### config.mk
export PLATFORM = sky130hd
export DESIGN_NAME = modbus_req_ctrl
export DESIGN_NICKNAME = d
export VERILOG_FILES = /design/src/rtl/modbus_pkg.sv /design/src/rtl/modbus_req_ctrl.sv
export SDC_FILE = /design/constraint.sdc
export NUM_CORES = 1
export LEC_CHECK = 0
export ABC_AREA = 1
export BUFFER_PORTS_ARGS = -buffer_cell sky130_fd_sc_hd__buf_2
export CAP_MARGIN = 20
export CORE_MARGIN = 2
export CORE_UTILIZATION = 51
export DETAILED_ROUTE_END_ITERATION = 10
export PLACE_DENSITY = 0.74
export SLEW_MARGIN = 20
export SYNTH_ARGS = -nofsm -noshare
export SYNTH_HDL_FRONTEND = slang
export SYNTH_SLANG_ARGS = --single-unit
export TNS_END_PERCENT = 20
### constraint.sdc
create_clock -name clk -period 3 [get_ports clk]
set_input_delay 0.3 -clock clk [delete_from_list [all_inputs] [get_ports clk]]
set_output_delay 0.3 -clock clk [all_outputs]
set_load 0.005 [all_outputs]
### src/rtl/modbus_pkg.sv
// modbus_pkg: shared Modbus function/exception codes and request controller states
package modbus_pkg;
  localparam logic [7:0] FC_RD_HOLD = 8'h03;
  localparam logic [7:0] FC_WR_SINGLE = 8'h06;
  localparam logic [7:0] EX_ILL_FUNC = 8'h01;
  localparam logic [7:0] EX_ILL_ADDR = 8'h02;
  localparam logic [7:0] EX_ILL_VAL = 8'h03;
  localparam logic [7:0] EX_FLAG = 8'h80;
  typedef enum logic [3:0] {IDLE, DECODE, RD_REQ, RD_LAT, SEND, WAIT_TX, CRC_LO, CRC_HI, DONE} state_t;
endpackage

### src/rtl/modbus_req_ctrl.sv
// modbus_req_ctrl: decodes Modbus RTU requests, accesses registers and sequences the response frame
module modbus_req_ctrl
  import modbus_pkg::*;
#(
  parameter int REG_NUM = 16,
  parameter int MAX_READ = 8
) (
  input  logic        clk,
  input  logic        rst_n,
  input  logic [7:0]  dev_addr,
  input  logic        rx_message_done,
  input  logic [7:0]  func_code,
  input  logic [15:0] addr,
  input  logic [15:0] data,
  output logic        reg_rd_en,
  output logic        reg_wr_en,
  output logic [7:0]  reg_idx,
  output logic [15:0] reg_wdata,
  input  logic [15:0] reg_rdata,
  output logic        crc_clr,
  output logic        crc_en,
  output logic [7:0]  crc_din,
  input  logic [15:0] crc_out,
  output logic        tx_start,
  output logic [7:0]  tx_data,
  input  logic        tx_busy,
  input  logic        tx_done,
  output logic        busy,
  output logic        req_dropped
);
  localparam logic [15:0] MAX_Q = 16'(MAX_READ);
  localparam logic [16:0] REG_N = 17'(REG_NUM);
  state_t state, state_nx;
  logic [7:0] fc, ex_code, ex_nx, cnt, n_pay, byte_sel, k;
  logic [15:0] ad, dt, rd_word;
  logic [16:0] rd_end;
  logic ex, capture, hi_next, wr_ok;
  assign busy = state != IDLE && state != DONE;
  assign capture = rx_message_done && !busy;
  assign req_dropped = rx_message_done && busy;
  assign crc_clr = capture;
  assign rd_end = {1'b0, ad} + {1'b0, dt};
  assign ex_nx = (fc != FC_RD_HOLD && fc != FC_WR_SINGLE) ? EX_ILL_FUNC :
                 (fc == FC_RD_HOLD && (dt == 16'd0 || dt > MAX_Q)) ? EX_ILL_VAL :
                 (fc == FC_RD_HOLD && rd_end > REG_N) ? EX_ILL_ADDR :
                 (fc == FC_WR_SINGLE && {1'b0, ad} >= REG_N) ? EX_ILL_ADDR : 8'h00;
  assign wr_ok = ex_nx == 8'h00 && fc == FC_WR_SINGLE;
  assign n_pay = ex ? 8'd3 : fc == FC_WR_SINGLE ? 8'd6 : 8'd3 + {dt[6:0], 1'b0};
  assign k = cnt < 8'd3 ? 8'd0 : (cnt - 8'd3) >> 1;
  assign hi_next = fc == FC_RD_HOLD && !ex && cnt >= 8'd3 && cnt < n_pay && cnt[0];
  always_comb begin
    byte_sel = cnt[0] ? rd_word[15:8] : rd_word[7:0];
    case (cnt)
      8'd0: byte_sel = dev_addr;
      8'd1: byte_sel = ex ? (fc | EX_FLAG) : fc;
      8'd2: byte_sel = ex ? ex_code : fc == FC_RD_HOLD ? {dt[6:0], 1'b0} : ad[15:8];
      8'd3: byte_sel = fc == FC_WR_SINGLE ? ad[7:0] : rd_word[15:8];
      8'd4: byte_sel = fc == FC_WR_SINGLE ? dt[15:8] : rd_word[7:0];
      8'd5: byte_sel = fc == FC_WR_SINGLE ? dt[7:0] : rd_word[15:8];
      default: ;
    endcase
  end
  always_comb begin
    state_nx = state;
    reg_rd_en = 1'b0;
    reg_wr_en = 1'b0;
    reg_idx = 8'd0;
    reg_wdata = 16'd0;
    crc_en = 1'b0;
    crc_din = 8'd0;
    tx_start = 1'b0;
    tx_data = 8'd0;
    case (state)
      IDLE, DONE: state_nx = capture ? DECODE : IDLE;
      DECODE: begin
        state_nx = (ex_nx == 8'h00 && fc == FC_RD_HOLD) ? RD_REQ : SEND;
        reg_wr_en = wr_ok;
        reg_idx = wr_ok ? ad[7:0] : 8'd0;
        reg_wdata = wr_ok ? dt : 16'd0;
      end
      RD_REQ: begin
        reg_rd_en = 1'b1;
        reg_idx = ad[7:0] + k;
        state_nx = RD_LAT;
      end
      RD_LAT: state_nx = SEND;
      SEND: begin
        tx_start = !tx_busy;
        tx_data = byte_sel;
        crc_en = !tx_busy;
        crc_din = byte_sel;
        state_nx = tx_busy ? SEND : WAIT_TX;
      end
      WAIT_TX: state_nx = !tx_done ? WAIT_TX :
                          cnt == n_pay ? CRC_LO :
                          cnt == n_pay + 8'd1 ? CRC_HI :
                          cnt == n_pay + 8'd2 ? DONE :
                          hi_next ? RD_REQ : SEND;
      CRC_LO: begin
        tx_start = !tx_busy;
        tx_data = crc_out[7:0];
        state_nx = tx_busy ? CRC_LO : WAIT_TX;
      end
      CRC_HI: begin
        tx_start = !tx_busy;
        tx_data = crc_out[15:8];
        state_nx = tx_busy ? CRC_HI : WAIT_TX;
      end
      default: state_nx = IDLE;
    endcase
  end
  always_ff @(posedge clk or negedge rst_n) begin
    if (!rst_n) begin
      state <= IDLE;
      fc <= 8'd0;
      ad <= 16'd0;
      dt <= 16'd0;
      ex <= 1'b0;
      ex_code <= 8'd0;
      cnt <= 8'd0;
      rd_word <= 16'd0;
    end else begin
      state <= state_nx;
      if (capture) begin
        fc <= func_code;
        ad <= addr;
        dt <= data;
        ex <= 1'b0;
        ex_code <= 8'd0;
        cnt <= 8'd0;
      end
      if (state == DECODE) begin
        ex <= ex_nx != 8'h00;
        ex_code <= ex_nx;
      end
      if (state == RD_LAT) rd_word <= reg_rdata;
      if (tx_start) cnt <= cnt + 8'd1;
    end
  end
endmodule

==> summary.txt, run 1 <==
==============================================================================
Max-slew headroom at the worst pin ..............................        38.6%
Post-Syn Instances ..............................................        1,029
Final Max Tran Viols ............................................            0
Worst Slack Setup Final .........................................    -0.220 ns
Total power .....................................................      9880 uW
Routed vias/inst ................................................         5.55
Clk Latency, worst-skew pair ....................................      0.35 ns
Total Die Area ..................................................   0.0139 mm2
Core Footprint ..................................................   0.0126 mm2
Classification of the worst-slack hold path ..................... primary input to asynchronous set/reset pin
Final count of negative-setup-slack endpoints ...................           23
Leakage power ...................................................   0.00456 uW
Critical setup path kind ........................................ register to output pin
Vertical die dimension ..........................................       118 um
Number of top-level pins ........................................          132
Root buffer cell ................................................    clkbuf_16
Initial antenna violation count .................................            0
Average routed wire per standard cell ...........................      16.0 um
TritonCTS clock tree ............................................          yes
Worst EP required ...............................................      2.70 ns
Setup skew after layout .........................................   0.00795 ns
Via count of the first global-routing pass ......................        7,079
CTS clk-pin slew, worst paths ...................................      0.06 ns
CP Capture Type .................................................   output pin
Half-perimeter wire length of the detailed placement result .....    16,900 um
Synth Register Bits .............................................           71
Final Routed Wirelength .........................................    22,300 um
Number of buffers inserted by port buffering ....................          131
Slew @ Worst Pin ................................................     0.919 ns
Mapped Area .....................................................  0.00662 mm2
Proportion of layout cells with a drive suffix above 1 ..........        25.8%
Total of hold buffers inserted after clock tree synthesis .......            0
Endpoint arrival time on the critical path ......................      2.92 ns
Sum of overflow across all layers after global routing ..........            0
EDFF count, synth ...............................................            0
Synth area leader ...............................................      dfrtp_1
Largest voltage drop on the vdd net .............................     0.545 mV
Area growth syn-to-layout .......................................        27.2%
Final sum of negative setup slack ...............................     -3.86 ns
Total placed instance area ......................................  0.00771 mm2
Number of placed instances with taps included ...................        1,353
First DRT Iteration DRCs ........................................          665
Number of antenna diodes ........................................            0
Initial Utilization .............................................        52.4%
Run status ...................................................... finished, violations left
Max Clock Freq ..................................................      311 MHz
Total number of vias ............................................        7,703
Cell types with the largest area share after synthesis .......... dfrtp_1, nand2_1, ha_1, inv_1, nor2_1
Sequential element share of the synthesized area ................        26.9%
Reg-to-reg endpoint .............................................     state[2]
Wire length of the first global-routing pass ....................    35,400 um
Final RePlAce weighted congestion ...............................         1.02
Number of placement rows ........................................           41
H-Tree Depth ....................................................            3
Minimum period implied by the final worst setup slack ...........      3.22 ns
Most instantiated flip-flop cell in the synthesis netlist .......      dfrtp_1
Number of clock buffers inserted by TritonCTS ...................            9
Area share of the leading cell type in the synthesized netlist ..        26.9%
Number of different library cells in the post-synthesis netlist .           57
Number of iterations in the first detailed-routing pass .........            9
Count of max-cap constraint violations ..........................            0
Share of the clock period used by the worst path ................         107%
Post-route antenna net violation count ..........................            0
DRC viols .......................................................            0
Die X ...........................................................       118 um
Crit Reg-Reg Startpoint .........................................        dt[0]
Violations in the final reports ................................. setup timing
Crit Path Max Fanout ............................................            5
Number of nets produced by synthesis ............................        1,156
Post-route cell area ............................................  0.00841 mm2
Post-Synthesis Mean Instance Area ...............................     6.43 um2
Cell count of the worst reg-to-reg path .........................           16
Synth async-reset ratio .........................................         100%
Unrepaired setup endpoints after global routing .................         true
Critical Path Source Type .......................................     register
Global routing usage summed across all routing layers ...........        31.8%
Final Hold Violating Endpoints ..................................            0
Warnings, synthesis .............................................            0
Maximum clock path buffer count .................................            2
Power per cell area .............................................  1170 mW/mm2
Pin count of the biggest net entering global routing ............           66
TritonCTS sink count ............................................           71
Post-route non-filler standard cell count .......................        1,388
Worst reg-to-reg setup slack ....................................      0.25 ns
Final layout net count ..........................................        1,338
==============================================================================
==> state kept, by name, indices dropped and copies added (netlist names) <==
name and count:
fc 8, rd_word 16, state 4, cnt 8
ex 1, ad 16, dt 16, ex_code 2
==> logic make-up after synthesis <==
family                   synth area share, %
AND/OR/NAND/NOR                         37.9
AO/OA/AOI/OAI                           13.0
buffers and inverters                   10.5
XOR/XNOR                                1.30
multiplexers                            2.21
adder cells (fa/ha/maj)                 8.17
flip-flops                              26.9
==> report_power, final <==
group          total (uW)  internal (uW)  switching, uW
registers            1810           1390            422
clock network        1220            740            479
logic                6850           2640           4220
total                9880           4760           5120
==> final cells by class <==
| cell class | count | area [um2] |
|---|---|---|
| Clock buffer | 9 | 225 |
| Clock inverter | 7 | 104 |
| Fill cell | 1197 | 4210 |
| Inverter | 148 | 564 |
| Multi-Input combinational cell | 787 | 4340 |
| Sequential cell | 71 | 1780 |
| Tap cell | 172 | 215 |
| Timing Repair Buffer | 194 | 1180 |
==> routing by layer <==
layer,vias to the layer above,share of wire (%),track usage [%]
li1,3702,-,-
met1,3495,43,44.8
met2,435,44,47.7
met3,71,9.6,6.06
met4,0,3.8,13.3
met5,-,0,0
==> how the worst max path moves through the flow <==
stage               startpoint  cells past startpoint            to  slack, ns
floorplan               cnt[0]                     17    reg_idx[6]       0.01
global placement         dt[6]                     16  reg_wdata[4]       0.10
detailed placement      cnt[3]                     19    reg_idx[7]      -0.02
CTS                      dt[0]                     19    reg_idx[2]      -0.19
global route             ad[0]                     18  reg_wdata[3]      -0.35
finish                   ad[0]                     17  reg_wdata[4]      -0.22
==> repair_timing <==
item / in CTS / in global routing
resized for setup: 24 / 36
pin swaps: 12 / 11
buffers inserted: 11 / 7
gates cloned: 1 / 0
setup endpoints to repair: 27 / 34
==> critical path, cell delays in order, from the launching register on <==
cell and delay (ns):
dfrtp_1 0.39, ha_2 0.20, fa_2 0.40, or2_4 0.25, nor2_2 0.07, nand3_1 0.07
nand2_1 0.07, nand2_1 0.06, nor2_1 0.11, nand2_1 0.07, nor2_2 0.09, nand3_1 0.09
nand2_2 0.10, nand2_4 0.06, inv_4 0.08, nand2_8 0.08, nor2_1 0.21, buf_2 0.17
==> Yosys cell counts (3+ instances only) <==
| cell type | count |
|---|---|
| dfrtp_1 | 71 |
| xor2_1 | 6 |
| ha_1 | 40 |
| nor2_1 | 113 |
| o2111ai_1 | 4 |
| buf_6 | 3 |
| inv_2 | 12 |
| o21ai_0 | 76 |
| o22ai_1 | 5 |
| nor3_1 | 16 |
| nand2_1 | 314 |
| nand4_1 | 21 |
| nor2_4 | 7 |
| nand3_1 | 64 |
| inv_1 | 132 |
| mux2_2 | 13 |
| nor4_1 | 6 |
| o211ai_1 | 7 |
| a21oi_1 | 32 |
| nor2_2 | 10 |
| a22oi_1 | 4 |
| a22o_1 | 4 |
| nand2_2 | 9 |
| clkbuf_1 | 14 |
==> through the flow <==
stage	worst slack (ns)	hold WS (ns)	util (%)
global placement	0.105	0.416	61.1
finish	-0.220	0.0224	66.7
detailed placement	-0.0177	0.416	61.1
global route	-0.346	0.0865	66.7
floorplan	0.0128	0.00441	-
CTS	-0.188	0.0537	65.1
==> placed cells by master (no fill, tap or decap), types with 6 or more instances in the layout <==
cell type / n
nand2_2: 9
dfrtp_1: 71
clkbuf_16: 9
a21oi_1: 28
nor2_1: 98
xor2_1: 6
ha_2: 6
nor4_1: 6
nand3_1: 64
mux2_2: 13
nor2_2: 14
o211ai_1: 7
nand4_1: 21
inv_2: 15
buf_2: 131
o21ai_0: 73
nor2_4: 18
ha_1: 31
nor3_1: 15
inv_1: 127
buf_4: 57
nand2_1: 313
(Power assumes the default switching activity.)
==> run 2: changes to the inputs <==
clock period = 2.85 ns   (was 3 ns; I/O delays follow)
==> run 2 against run 1 <==
The run still ends with setup timing left. Die area unchanged. Non-clock buffer count up 8. Core utilization down 0.14 points. Wire length down 3.6%. Sequential power about the same. Design area down 0.21%. Clock skew about the same. Count of clock-buffer cells in the layout up 1. Highest routed layer unchanged.
==> summary.txt, run 2 (synthesis results as in run 1) <==
=====================================================================================
Final RePlAce weighted congestion ......................................         1.06   was 1.02
Final Max Tran Viols ...................................................            0   unchanged
Number of antenna diodes ...............................................            0   unchanged
Count of max-cap constraint violations .................................            0   unchanged
Unrepaired setup endpoints after global routing ........................         true   unchanged
Initial antenna violation count ........................................            0   unchanged
Final layout net count .................................................        1,346   was 1,338
Beginning of the critical path .........................................        dt[1]   was ad[0]
Share of the clock period used by the worst path .......................         112%
Number of clock buffers inserted by TritonCTS ..........................            9   unchanged
Slew @ Worst Pin .......................................................     0.828 ns   was 0.919 ns
Average routed wire per standard cell ..................................      15.4 um   was 16.0 um
H-Tree Depth ...........................................................            3   unchanged
Sum of overflow across all layers after global routing .................            0   unchanged
Core Footprint .........................................................   0.0126 mm2   unchanged
TritonCTS sink count ...................................................           71   unchanged
Post-route cell area ...................................................  0.00840 mm2   was 0.00841 mm2
CP Capture Type ........................................................   output pin   unchanged
Number of placed instances with taps included ..........................        1,371   was 1,353
Post-route antenna net violation count .................................            0   unchanged
Pre-CTS setup slack ....................................................   -0.0849 ns   was -0.0177 ns
Hold Path Origin .......................................................     addr[11]
Maximum clock path buffer count ........................................            2   unchanged
Wire length of the first global-routing pass ...........................    34,200 um   was 35,400 um
Reg-to-reg endpoint ....................................................     state[2]   unchanged
Die X ..................................................................       118 um   unchanged
Largest registers ...................................................... ad: 16 flops, dt: 16 flops, rd_word: 16 flops   unchanged
Crit Reg-Reg Startpoint ................................................        dt[1]   was dt[0]
Total Die Area .........................................................   0.0139 mm2   unchanged
Via count of the first global-routing pass .............................        6,855   was 7,079
Classification of the worst-slack hold path ............................ primary input to register   was primary input to asynchronous set/reset pin
Final Routed Wirelength ................................................    21,500 um   was 22,300 um
Global routing usage summed across all routing layers ..................        31.0%   was 31.8%
Post-route non-filler standard cell count ..............................        1,396   was 1,388
Total power ............................................................    10,100 uW   was 9880 uW
Pin count of the biggest net entering global routing ...................           66   unchanged
Half-perimeter wire length of the detailed placement result ............    16,900 um   about the same
Final count of negative-setup-slack endpoints ..........................           25   was 23
Power per cell area ....................................................  1200 mW/mm2   was 1170 mW/mm2
Worst reg-to-reg setup slack ...........................................      0.17 ns   was 0.25 ns
Setup skew after layout ................................................   0.00818 ns   was 0.00795 ns
Leading cell types in the layout, fill and taps excluded ............... nand2_1, buf_2, inv_1, nor2_1, o21ai_0   unchanged
Final sum of negative setup slack ......................................     -6.87 ns   was -3.86 ns
Vertical die dimension .................................................       118 um   unchanged
Clk Latency, worst-skew pair ...........................................      0.35 ns   about the same
Root buffer cell .......................................................    clkbuf_16   unchanged
Leakage power ..........................................................   0.00459 uW   was 0.00456 uW
Initial Utilization ....................................................        52.4%   unchanged
Routed vias/inst .......................................................         5.38   was 5.55
Number of buffers inserted by port buffering ...........................          131   unchanged
Critical Path Source Type ..............................................     register   unchanged
Largest voltage drop on the vdd net ....................................     0.591 mV   was 0.545 mV
Most frequent standard cell in the layout excluding fill and tap cells .      nand2_1   unchanged
Cell count of the worst reg-to-reg path ................................           20   was 16
Worst EP required ......................................................      2.57 ns   was 2.70 ns
Final Hold Violating Endpoints .........................................            0   unchanged
Violations in the final reports ........................................ setup timing   unchanged
Critical setup path kind ............................................... register to output pin   unchanged
Endpoint arrival time on the critical path .............................      2.90 ns   was 2.92 ns
DRC viols ..............................................................            0   unchanged
TritonCTS clock tree ...................................................          yes   unchanged
Number of iterations in the first detailed-routing pass ................            5   was 9
Max-slew headroom at the worst pin .....................................        44.8%   was 38.6%
Crit Path Max Fanout ...................................................            8   was 5
Worst hold path stage count ............................................            3
End of the worst hold path .............................................       ad[11]
Max Clock Freq .........................................................      314 MHz
Run status ............................................................. finished, violations left   unchanged
Minimum period implied by the final worst setup slack ..................      3.18 ns
CTS clk-pin slew, worst paths ..........................................      0.06 ns   about the same
Worst Slack Setup Final ................................................    -0.331 ns   was -0.220 ns
Total number of vias ...................................................        7,512   was 7,703
Area growth syn-to-layout ..............................................        26.9%   was 27.2%
Number of top-level pins ...............................................          132   unchanged
Proportion of layout cells with a drive suffix above 1 .................        26.1%   was 25.8%
First DRT Iteration DRCs ...............................................          611   was 665
Total placed instance area .............................................  0.00784 mm2   was 0.00771 mm2
Number of placement rows ...............................................           41   unchanged
=====================================================================================
==> run 2: how the worst max path moves through the flow <==
stage / end / slack, ns / cells after the start
2_1_floorplan: reg_idx[7] / 0.05 / 19
3_3_place_gp: reg_wdata[0] / -0.01 / 18
3_5_place_dp: reg_wdata[1] / -0.08 / 18
4_1_cts: reg_wdata[0] / -0.37 / 18
5_1_grt: reg_idx[7] / -0.54 / 18
6_report: reg_wdata[3] / -0.33 / 20
==> run 2: metal layers <==
layer  vias up  GRT usage [%]  wire length (um)
met5         -              0                 0
met2       315           49.6              9730
met3        39           4.94              1800
met1      3436           43.6              9460
met4         0           8.36               490
li1       3722              -                 -
==> run 2: final cells by class <==
| type | count | area [um2] |
|---|---|---|
| multi-input combinational | 787 | 4330 |
| inverter | 148 | 572 |
| fill | 1211 | 4220 |
| tap | 172 | 215 |
| clock inverter | 6 | 45.0 |
| sequential | 71 | 1780 |
| clock buffer | 10 | 229 |
| timing repair buffer | 202 | 1230 |
==> run 2: timing repair <==
action	in CTS	in global routing
setup endpoints to repair	32	46
hold buffers	1	0
cloned	1	0
pin swaps	8	16
gates resized for setup	17	44
buffers inserted	2	5
endpoints found under the hold margin	21	0
==> run 2: worst max-delay path, cell delays in order (launching register included) <==
cell and delay (ns):
dfrtp_1 0.38, buf_4 0.15, buf_4 0.13, ha_1 0.28, nand3_1 0.11, nand2_2 0.11, nand2_1 0.09, nand2_1 0.07
nand2_1 0.06, nand2_1 0.05, nor2_1 0.09, nand3_1 0.09, nor2_2 0.15, nand3_2 0.08, nand2_2 0.08, nand2_2 0.07
inv_4 0.08, nand2_8 0.09, buf_12 0.17, nor2_1 0.08, buf_2 0.11
==> run 2: power breakdown <==
part	switching (uW)	internal (uW)	total, uW
Combinational	4430	2760	7180
Clock	463	592	1050
Sequential	369	1460	1830
==> run 2: per-stage QoR <==
step | hold WS (ns) | util, %
5_1_grt | 0.153 | 66.5
3_3_place_gp | 0.323 | 62.1
4_1_cts | 0.136 | 65.1
2_1_floorplan | -0.0106 | -
3_5_place_dp | 0.326 | 62.1
6_report | 0.140 | 66.5
